--- config.mk ---
export PLATFORM = sky130hd
export DESIGN_NAME = tlb_fill_seq_flat
export DESIGN_NICKNAME = d
export VERILOG_FILES = /design/src/rtl/tlb_fill_seq_if.sv /design/src/rtl/tlb_fill_seq.sv /design/src/flat_wrapper.sv
export SDC_FILE = /design/constraint.sdc
export NUM_CORES = 1
export LEC_CHECK = 0
export BUFFER_PORTS_ARGS = -buffer_cell sky130_fd_sc_hd__buf_2
export CORE_MARGIN = 5
export CORE_UTILIZATION = 40
export DETAILED_ROUTE_END_ITERATION = 10
export PLACE_DENSITY_LB_ADDON = 0.12
export SLEW_MARGIN = 10
export SYNTH_ARGS = -nofsm -noshare
export SYNTH_HDL_FRONTEND = slang
export SYNTH_SLANG_ARGS = --single-unit
--- constraint.sdc ---
create_clock -name b_clk_l -period 14.5 [get_ports b_clk_l]
set_input_delay 1.45 -clock b_clk_l [delete_from_list [all_inputs] [get_ports b_clk_l]]
set_output_delay 1.45 -clock b_clk_l [all_outputs]
set_load 0.03 [all_outputs]
--- src/rtl/tlb_fill_seq_if.sv ---
// Bundle of the request/refill handshake and the shared TLB way bus
// between the lookup/refill sequencer and its surroundings.
// slave  : the sequencer side (tlb_fill_seq).
// master : the requester plus the two tlbgroup ways.
interface tlb_fill_seq_if;
  // Requester side
  logic        lookup_h;
  logic [22:0] va_h;
  logic        inval_all_h;
  logic        fill_h;
  logic [19:0] fill_pte_h;
  // Way read-back
  logic        hit0_h;
  logic        hit1_h;
  logic        perr0_h;
  logic        perr1_h;
  logic [19:0] data0_h;
  logic [19:0] data1_h;
  // Way address / write bus
  logic [7:0]  index_h;
  logic [14:0] tag_h;
  logic        valid_h;
  logic        tag_par_h;
  logic [19:0] wdata_h;
  logic [2:0]  wpar_h;
  logic        write0_h;
  logic        write1_h;
  // Status back to the requester
  logic        busy_h;
  logic        done_h;
  logic        miss_h;
  logic        perr_h;
  logic [19:0] pte_out_h;

  modport slave (
    input  lookup_h, va_h, inval_all_h, fill_h, fill_pte_h,
    input  hit0_h, hit1_h, perr0_h, perr1_h, data0_h, data1_h,
    output index_h, tag_h, valid_h, tag_par_h, wdata_h, wpar_h,
    output write0_h, write1_h, busy_h, done_h, miss_h, perr_h, pte_out_h
  );

  modport master (
    output lookup_h, va_h, inval_all_h, fill_h, fill_pte_h,
    output hit0_h, hit1_h, perr0_h, perr1_h, data0_h, data1_h,
    input  index_h, tag_h, valid_h, tag_par_h, wdata_h, wpar_h,
    input  write0_h, write1_h, busy_h, done_h, miss_h, perr_h, pte_out_h
  );
endinterface

--- src/rtl/tlb_fill_seq.sv ---
// Lookup / refill sequencer for a two-way, 256-set TLB made of two
// tlbgroup ways. A lookup latches the virtual page, presents index/tag to
// both ways for one cycle and resolves hit, miss or parity/multi-hit error.
// A miss waits for a PTE, writes it into the least-recently-used way and
// retries the lookup. A sweep invalidates every set of both ways.
module tlb_fill_seq (
  input  logic          b_clk_l,
  input  logic          reset_h,
  tlb_fill_seq_if.slave bus
);

  typedef enum logic [2:0] {
    IDLE  = 3'd0,
    LOOK  = 3'd1,
    MISS  = 3'd2,
    FILL  = 3'd3,
    SWEEP = 3'd4
  } state_t;

  state_t       state;
  logic [22:0]  va_lat;     // latched virtual page number
  logic [7:0]   sweep_cnt;  // set currently being invalidated
  logic [255:0] lru;        // per set: way number to replace next
  logic         valid;
  logic [19:0]  wdata;
  logic         write0;
  logic         write1;
  logic         done;
  logic         miss;
  logic         perr;
  logic [19:0]  pte_out;

  logic [7:0]   cur_index;
  logic [14:0]  cur_tag;
  logic         lru_cur;
  logic         any_hit;
  logic         way_err;

  // Address presented to both ways: the sweep counter while sweeping,
  // otherwise the latched page (LOOK compares, FILL writes).
  always_comb begin
    cur_index = va_lat[7:0];
    cur_tag   = va_lat[22:8];
    if (state == SWEEP) begin
      cur_index = sweep_cnt;
      cur_tag   = '0;
    end
  end

  assign lru_cur = lru[va_lat[7:0]];
  assign any_hit = bus.hit0_h | bus.hit1_h;

  // A way reporting a hit with bad tag parity, or both ways hitting at
  // once, means the lookup result cannot be trusted.
  assign way_err = (bus.perr0_h & bus.hit0_h) |
                   (bus.perr1_h & bus.hit1_h) |
                   (bus.hit0_h  & bus.hit1_h);

  assign bus.index_h   = cur_index;
  assign bus.tag_h     = cur_tag;
  assign bus.valid_h   = valid;
  assign bus.tag_par_h = ~^{valid, cur_tag};
  assign bus.wdata_h   = wdata;
  assign bus.wpar_h    = {~^wdata[19:16], ~^wdata[15:8], ~^wdata[7:0]};
  assign bus.write0_h  = write0;
  assign bus.write1_h  = write1;
  assign bus.busy_h    = (state != IDLE);
  assign bus.done_h    = done;
  assign bus.miss_h    = miss;
  assign bus.perr_h    = perr;
  assign bus.pte_out_h = pte_out;

  // Sequencer FSM with all write/status outputs registered so the way
  // write enables are stable for the whole cycle they are asserted.
  always_ff @(posedge b_clk_l or posedge reset_h) begin
    if (reset_h) begin
      state     <= IDLE;
      va_lat    <= '0;
      sweep_cnt <= '0;
      lru       <= '0;
      valid     <= 1'b0;
      wdata     <= '0;
      write0    <= 1'b0;
      write1    <= 1'b0;
      done      <= 1'b0;
      miss      <= 1'b0;
      perr      <= 1'b0;
      pte_out   <= '0;
    end else begin
      done <= 1'b0;
      perr <= 1'b0;
      case (state)
        IDLE: begin
          if (bus.inval_all_h) begin
            state     <= SWEEP;
            sweep_cnt <= '0;
            write0    <= 1'b1;
            write1    <= 1'b1;
            valid     <= 1'b0;
            wdata     <= '0;
          end else if (bus.lookup_h) begin
            va_lat <= bus.va_h;
            state  <= LOOK;
          end
        end

        LOOK: begin
          if (way_err) begin
            perr  <= 1'b1;
            state <= IDLE;
          end else if (any_hit) begin
            done                <= 1'b1;
            pte_out             <= bus.hit1_h ? bus.data1_h : bus.data0_h;
            // The other way becomes the replacement candidate.
            lru[va_lat[7:0]]    <= ~bus.hit1_h;
            state               <= IDLE;
          end else begin
            miss  <= 1'b1;
            state <= MISS;
          end
        end

        MISS: begin
          if (bus.inval_all_h) begin
            // Sweep wins; the pending refill is dropped.
            miss      <= 1'b0;
            state     <= SWEEP;
            sweep_cnt <= '0;
            write0    <= 1'b1;
            write1    <= 1'b1;
            valid     <= 1'b0;
            wdata     <= '0;
          end else if (bus.fill_h) begin
            miss   <= 1'b0;
            wdata  <= bus.fill_pte_h;
            valid  <= 1'b1;
            write0 <= ~lru_cur;
            write1 <= lru_cur;
            state  <= FILL;
          end
        end

        FILL: begin
          write0           <= 1'b0;
          write1           <= 1'b0;
          valid            <= 1'b0;
          wdata            <= '0;
          lru[va_lat[7:0]] <= ~lru_cur;
          state            <= LOOK;
        end

        SWEEP: begin
          if (sweep_cnt == 8'd255) begin
            sweep_cnt <= '0;
            lru       <= '0;
            write0    <= 1'b0;
            write1    <= 1'b0;
            state     <= IDLE;
          end else begin
            sweep_cnt <= sweep_cnt + 8'd1;
          end
        end

        default: state <= IDLE;
      endcase
    end
  end

endmodule

--- src/flat_wrapper.sv ---
// flat-port wrapper written by rule: the top's interface ports become plain ports
module tlb_fill_seq_flat 
  (b_clk_l, reset_h, bus_lookup_h, bus_va_h, bus_inval_all_h, bus_fill_h, bus_fill_pte_h, bus_hit0_h, bus_hit1_h, bus_perr0_h, bus_perr1_h, bus_data0_h, bus_data1_h, bus_index_h, bus_tag_h, bus_valid_h, bus_tag_par_h, bus_wdata_h, bus_wpar_h, bus_write0_h, bus_write1_h, bus_busy_h, bus_done_h, bus_miss_h, bus_perr_h, bus_pte_out_h);
  tlb_fill_seq_if bus_i ();
  input  logic b_clk_l;
  input  logic reset_h;
  input wire logic [$bits(bus_i.lookup_h)-1:0] bus_lookup_h;
  input wire logic [$bits(bus_i.va_h)-1:0] bus_va_h;
  input wire logic [$bits(bus_i.inval_all_h)-1:0] bus_inval_all_h;
  input wire logic [$bits(bus_i.fill_h)-1:0] bus_fill_h;
  input wire logic [$bits(bus_i.fill_pte_h)-1:0] bus_fill_pte_h;
  input wire logic [$bits(bus_i.hit0_h)-1:0] bus_hit0_h;
  input wire logic [$bits(bus_i.hit1_h)-1:0] bus_hit1_h;
  input wire logic [$bits(bus_i.perr0_h)-1:0] bus_perr0_h;
  input wire logic [$bits(bus_i.perr1_h)-1:0] bus_perr1_h;
  input wire logic [$bits(bus_i.data0_h)-1:0] bus_data0_h;
  input wire logic [$bits(bus_i.data1_h)-1:0] bus_data1_h;
  output wire logic [$bits(bus_i.index_h)-1:0] bus_index_h;
  output wire logic [$bits(bus_i.tag_h)-1:0] bus_tag_h;
  output wire logic [$bits(bus_i.valid_h)-1:0] bus_valid_h;
  output wire logic [$bits(bus_i.tag_par_h)-1:0] bus_tag_par_h;
  output wire logic [$bits(bus_i.wdata_h)-1:0] bus_wdata_h;
  output wire logic [$bits(bus_i.wpar_h)-1:0] bus_wpar_h;
  output wire logic [$bits(bus_i.write0_h)-1:0] bus_write0_h;
  output wire logic [$bits(bus_i.write1_h)-1:0] bus_write1_h;
  output wire logic [$bits(bus_i.busy_h)-1:0] bus_busy_h;
  output wire logic [$bits(bus_i.done_h)-1:0] bus_done_h;
  output wire logic [$bits(bus_i.miss_h)-1:0] bus_miss_h;
  output wire logic [$bits(bus_i.perr_h)-1:0] bus_perr_h;
  output wire logic [$bits(bus_i.pte_out_h)-1:0] bus_pte_out_h;
  assign bus_i.lookup_h = bus_lookup_h;
  assign bus_i.va_h = bus_va_h;
  assign bus_i.inval_all_h = bus_inval_all_h;
  assign bus_i.fill_h = bus_fill_h;
  assign bus_i.fill_pte_h = bus_fill_pte_h;
  assign bus_i.hit0_h = bus_hit0_h;
  assign bus_i.hit1_h = bus_hit1_h;
  assign bus_i.perr0_h = bus_perr0_h;
  assign bus_i.perr1_h = bus_perr1_h;
  assign bus_i.data0_h = bus_data0_h;
  assign bus_i.data1_h = bus_data1_h;
  assign bus_index_h = bus_i.index_h;
  assign bus_tag_h = bus_i.tag_h;
  assign bus_valid_h = bus_i.valid_h;
  assign bus_tag_par_h = bus_i.tag_par_h;
  assign bus_wdata_h = bus_i.wdata_h;
  assign bus_wpar_h = bus_i.wpar_h;
  assign bus_write0_h = bus_i.write0_h;
  assign bus_write1_h = bus_i.write1_h;
  assign bus_busy_h = bus_i.busy_h;
  assign bus_done_h = bus_i.done_h;
  assign bus_miss_h = bus_i.miss_h;
  assign bus_perr_h = bus_i.perr_h;
  assign bus_pte_out_h = bus_i.pte_out_h;
  tlb_fill_seq u_core (.b_clk_l(b_clk_l), .reset_h(reset_h), .bus(bus_i));
endmodule
==> metrics.csv <==
metric;value;unit
vias in the first global route;15413;
measured slew at the worst slew-check pin;1.31;ns
commonest non-fill, non-tap cell in the layout;o21ai_0;
sw power;1.59;mW
Routed Antenna Nets;0;
r2r setup slk;8.81;ns
Max stage delay on crit path;0.83;ns
Post-Syn Area per Cell;8.94;um^2
fin crit share;0.392;
final setup margin;8.81;ns
post_cts resized;0;
clk buf depth;3;
TritonCTS Buffers;41;
Post-Place Setup Slack;8.72;ns
H-tree level count;2;
DIE HEIGHT;221;um
Setup Buffers After CTS;0;
predominant post-synthesis flop cell;dfrtp_1;
CORE AREA;0.0442;mm^2
Critical path buffers and inverters;2;
Sw Share;0.421;
CTS clk-pin slew, worst paths;0.06;ns
clock share of power;0.274;
Yosys top cell area share;0.471;
peak supply drop;0.119;mV
kind of critical path;flip-flop to flip-flop;
largest net degree at the start of global routing;226;
Leakage Power;8.34;nW
Internal;2.19;mW
Layout Nets;2136;
share of layout cells above drive strength 1;0.178;
TritonCTS clock tree;done;
R2R depth;10;
hold path depth;2;
DR pass1 iterations;5;
worst r2r src;u_core.va_lat[0];
routed wire length;57300;um
critical path startpoint category;flip-flop;
critical path arrival;6.14;ns
Yosys cell types;49;
CTS root buf;clkbuf_16;
syn nets;2090;
Initial Util;0.404;
Final Max Slew Viols;0;
Clock Latency Late Sink;0.55;ns
grt total ovfl;0;
DIE WIDTH;221;um
vias per cell;5.88;
Mapped Area;0.0179;mm^2
hpwl dp;35200;um
Comb power frac;0.393;
largest fanout on the critical path;218;
GR Util All Layers;0.228;
min-delay worst type;flip-flop to flip-flop;
sequential area share after synthesis;0.471;
Buffers on Ports;165;
Critical Path Stages;10;
ys async rst share;1.00;
initial antenna violation count;0;
Post-CTS Hold Fix Bufs;0;
global-route wire length before repair;91700;um
status;finished, final reports clean;
sink of the worst hold path;u_core.bus.pte_out_h[16];
routability cong.;0.862;
cell family with most CP delay;compound AO/OA/AOI/OAI gates;
Area Growth Syn to Fin;13.6;%
Worst slew margin;0.125;
Final Hold Viols;0;
area of placed instances;0.0189;mm^2
commonest cells after routing, fill and taps aside;o21ai_0, nor2_1, dfrtp_1;
vias;15662;
Req. time, crit path;14.95;ns
EDFF count, synth;0;
n_diodes;0;
crit path time final;5.69;ns
Max Cap Viol;0;
final standard cell area without fillers;0.0203;mm^2
RSZ-0062 raised after global routing;false;
FMAX;176;MHz
top cells by area, synth;dfrtp_1, o21ai_0, mux4_2;
die footprint;0.0490;mm^2
Iter 0 DRT Violations;1468;
crit-path cells;buf_4, mux4_2, mux4_2, a22o_1, a311oi_1, o2111ai_1, a31oi_4, buf_12, nand4_1, o21ai_0;
synthesized flop and latch total;336;
crit-path most repeated cell;mux4_2;
synth warn;0;
io pins;166;
CTS Sinks;336;
sequential power share;0.332;
HP Start;u_core.bus.pte_out_h[16];
clock skew;0.0114;ns
Cells after Synth;1997;
Routed WL per cell;21.5;um
CP max-delay cell;nand4_1;
number of core rows;77;
Setup violations, final;0;
CP Capture Type;flip-flop;
cell taking the most area after synthesis;dfrtp_1;
setup TNS;0;ns
P per Cell Area;187;mW/mm^2
drt drc;0;
[power by group through the flow]
stage	clock network [mW]	logic (mW)	registers [mW]
floorplan	0	1.10	1.19
global route	1.10	1.62	1.27
CTS	1.06	1.48	1.25
detailed placement	0	1.48	1.27
finish	1.04	1.49	1.26
global placement	0	1.46	1.27
[per-stage QoR]
step	hold slack (ns)	total power [mW]	instances	utilization
2_1_floorplan	0.464	2.29	1997	-
3_3_place_gp	0.460	2.73	2592	0.428
3_5_place_dp	0.466	2.75	2592	0.428
4_1_cts	0.478	3.80	2664	0.459
5_1_grt	0.502	3.99	2664	0.459
6_report	0.474	3.79	2664	0.459
[worst max-delay path by stage]
stage                     startpoint        end  slack, ns
floorplan                    reset_h  async pin       3.74
global placement    u_core.va_lat[0]  flip-flop       8.86
detailed placement  u_core.va_lat[0]  flip-flop       8.72
CTS                 u_core.va_lat[0]  flip-flop       8.73
finish              u_core.va_lat[0]  flip-flop       8.81
global route        u_core.va_lat[0]  flip-flop       8.47
[metal layers]
layer	GRT usage	vias to the layer above	part of all wire	routed length (um)
met5	0	-	0	0
met4	0.0560	0	0.022	1280
met3	0.0419	99	0.069	3960
met2	0.362	605	0.46	26400
met1	0.327	7829	0.45	25700
li1	-	7129	-	-
[cells in the mapped netlist (7+ instances only)]
cell and instances:
and2_1 19, xnor2_1 29, o21ai_0 548, a31oi_1 91, inv_1 8, a21oi_1 13, nor2_1 356, clkinv_1 10
nand3_1 21, nor2b_1 10, o21ai_1 29, a22oi_1 12, nand4_1 7, clkbuf_1 153, mux4_2 60, clkbuf_2 16
nand3_4 9, mux2i_1 41, dfrtp_1 336, mux2_2 26, nand2_1 136, buf_2 11
[logic make-up (layout without fill, tap and decap cells)]
| family | after synthesis | count (layout) | synth area share |
|---|---|---|---|
| AND/OR/NAND/NOR | 576 | 576 | 0.137 |
| adder cells (fa/ha/maj) | 1 | 1 | 0.000700 |
| XOR/XNOR | 32 | 32 | 0.0157 |
| buffers and inverters | 209 | 284 | 0.0478 |
| AO/OA/AOI/OAI | 716 | 716 | 0.213 |
| flip-flops | 336 | 336 | 0.471 |
| multiplexers | 127 | 127 | 0.115 |
[final cells by class]
cell class	instances	area [um^2]
Inverter	18	75.1
Tap cell	592	741
Clock inverter	12	135
Clock buffer	60	1210
Timing Repair Buffer	194	1070
Sequential cell	336	8420
Multi-Input combinational cell	1452	8650
Fill cell	4296	23900
[worst min-delay path: stages, from the launching register on]
cell and delay [ns]:
dfrtp_1 0.34, nand2_1 0.04, o21ai_0 0.06
Note: power is estimated with default switching activity, not from simulation.
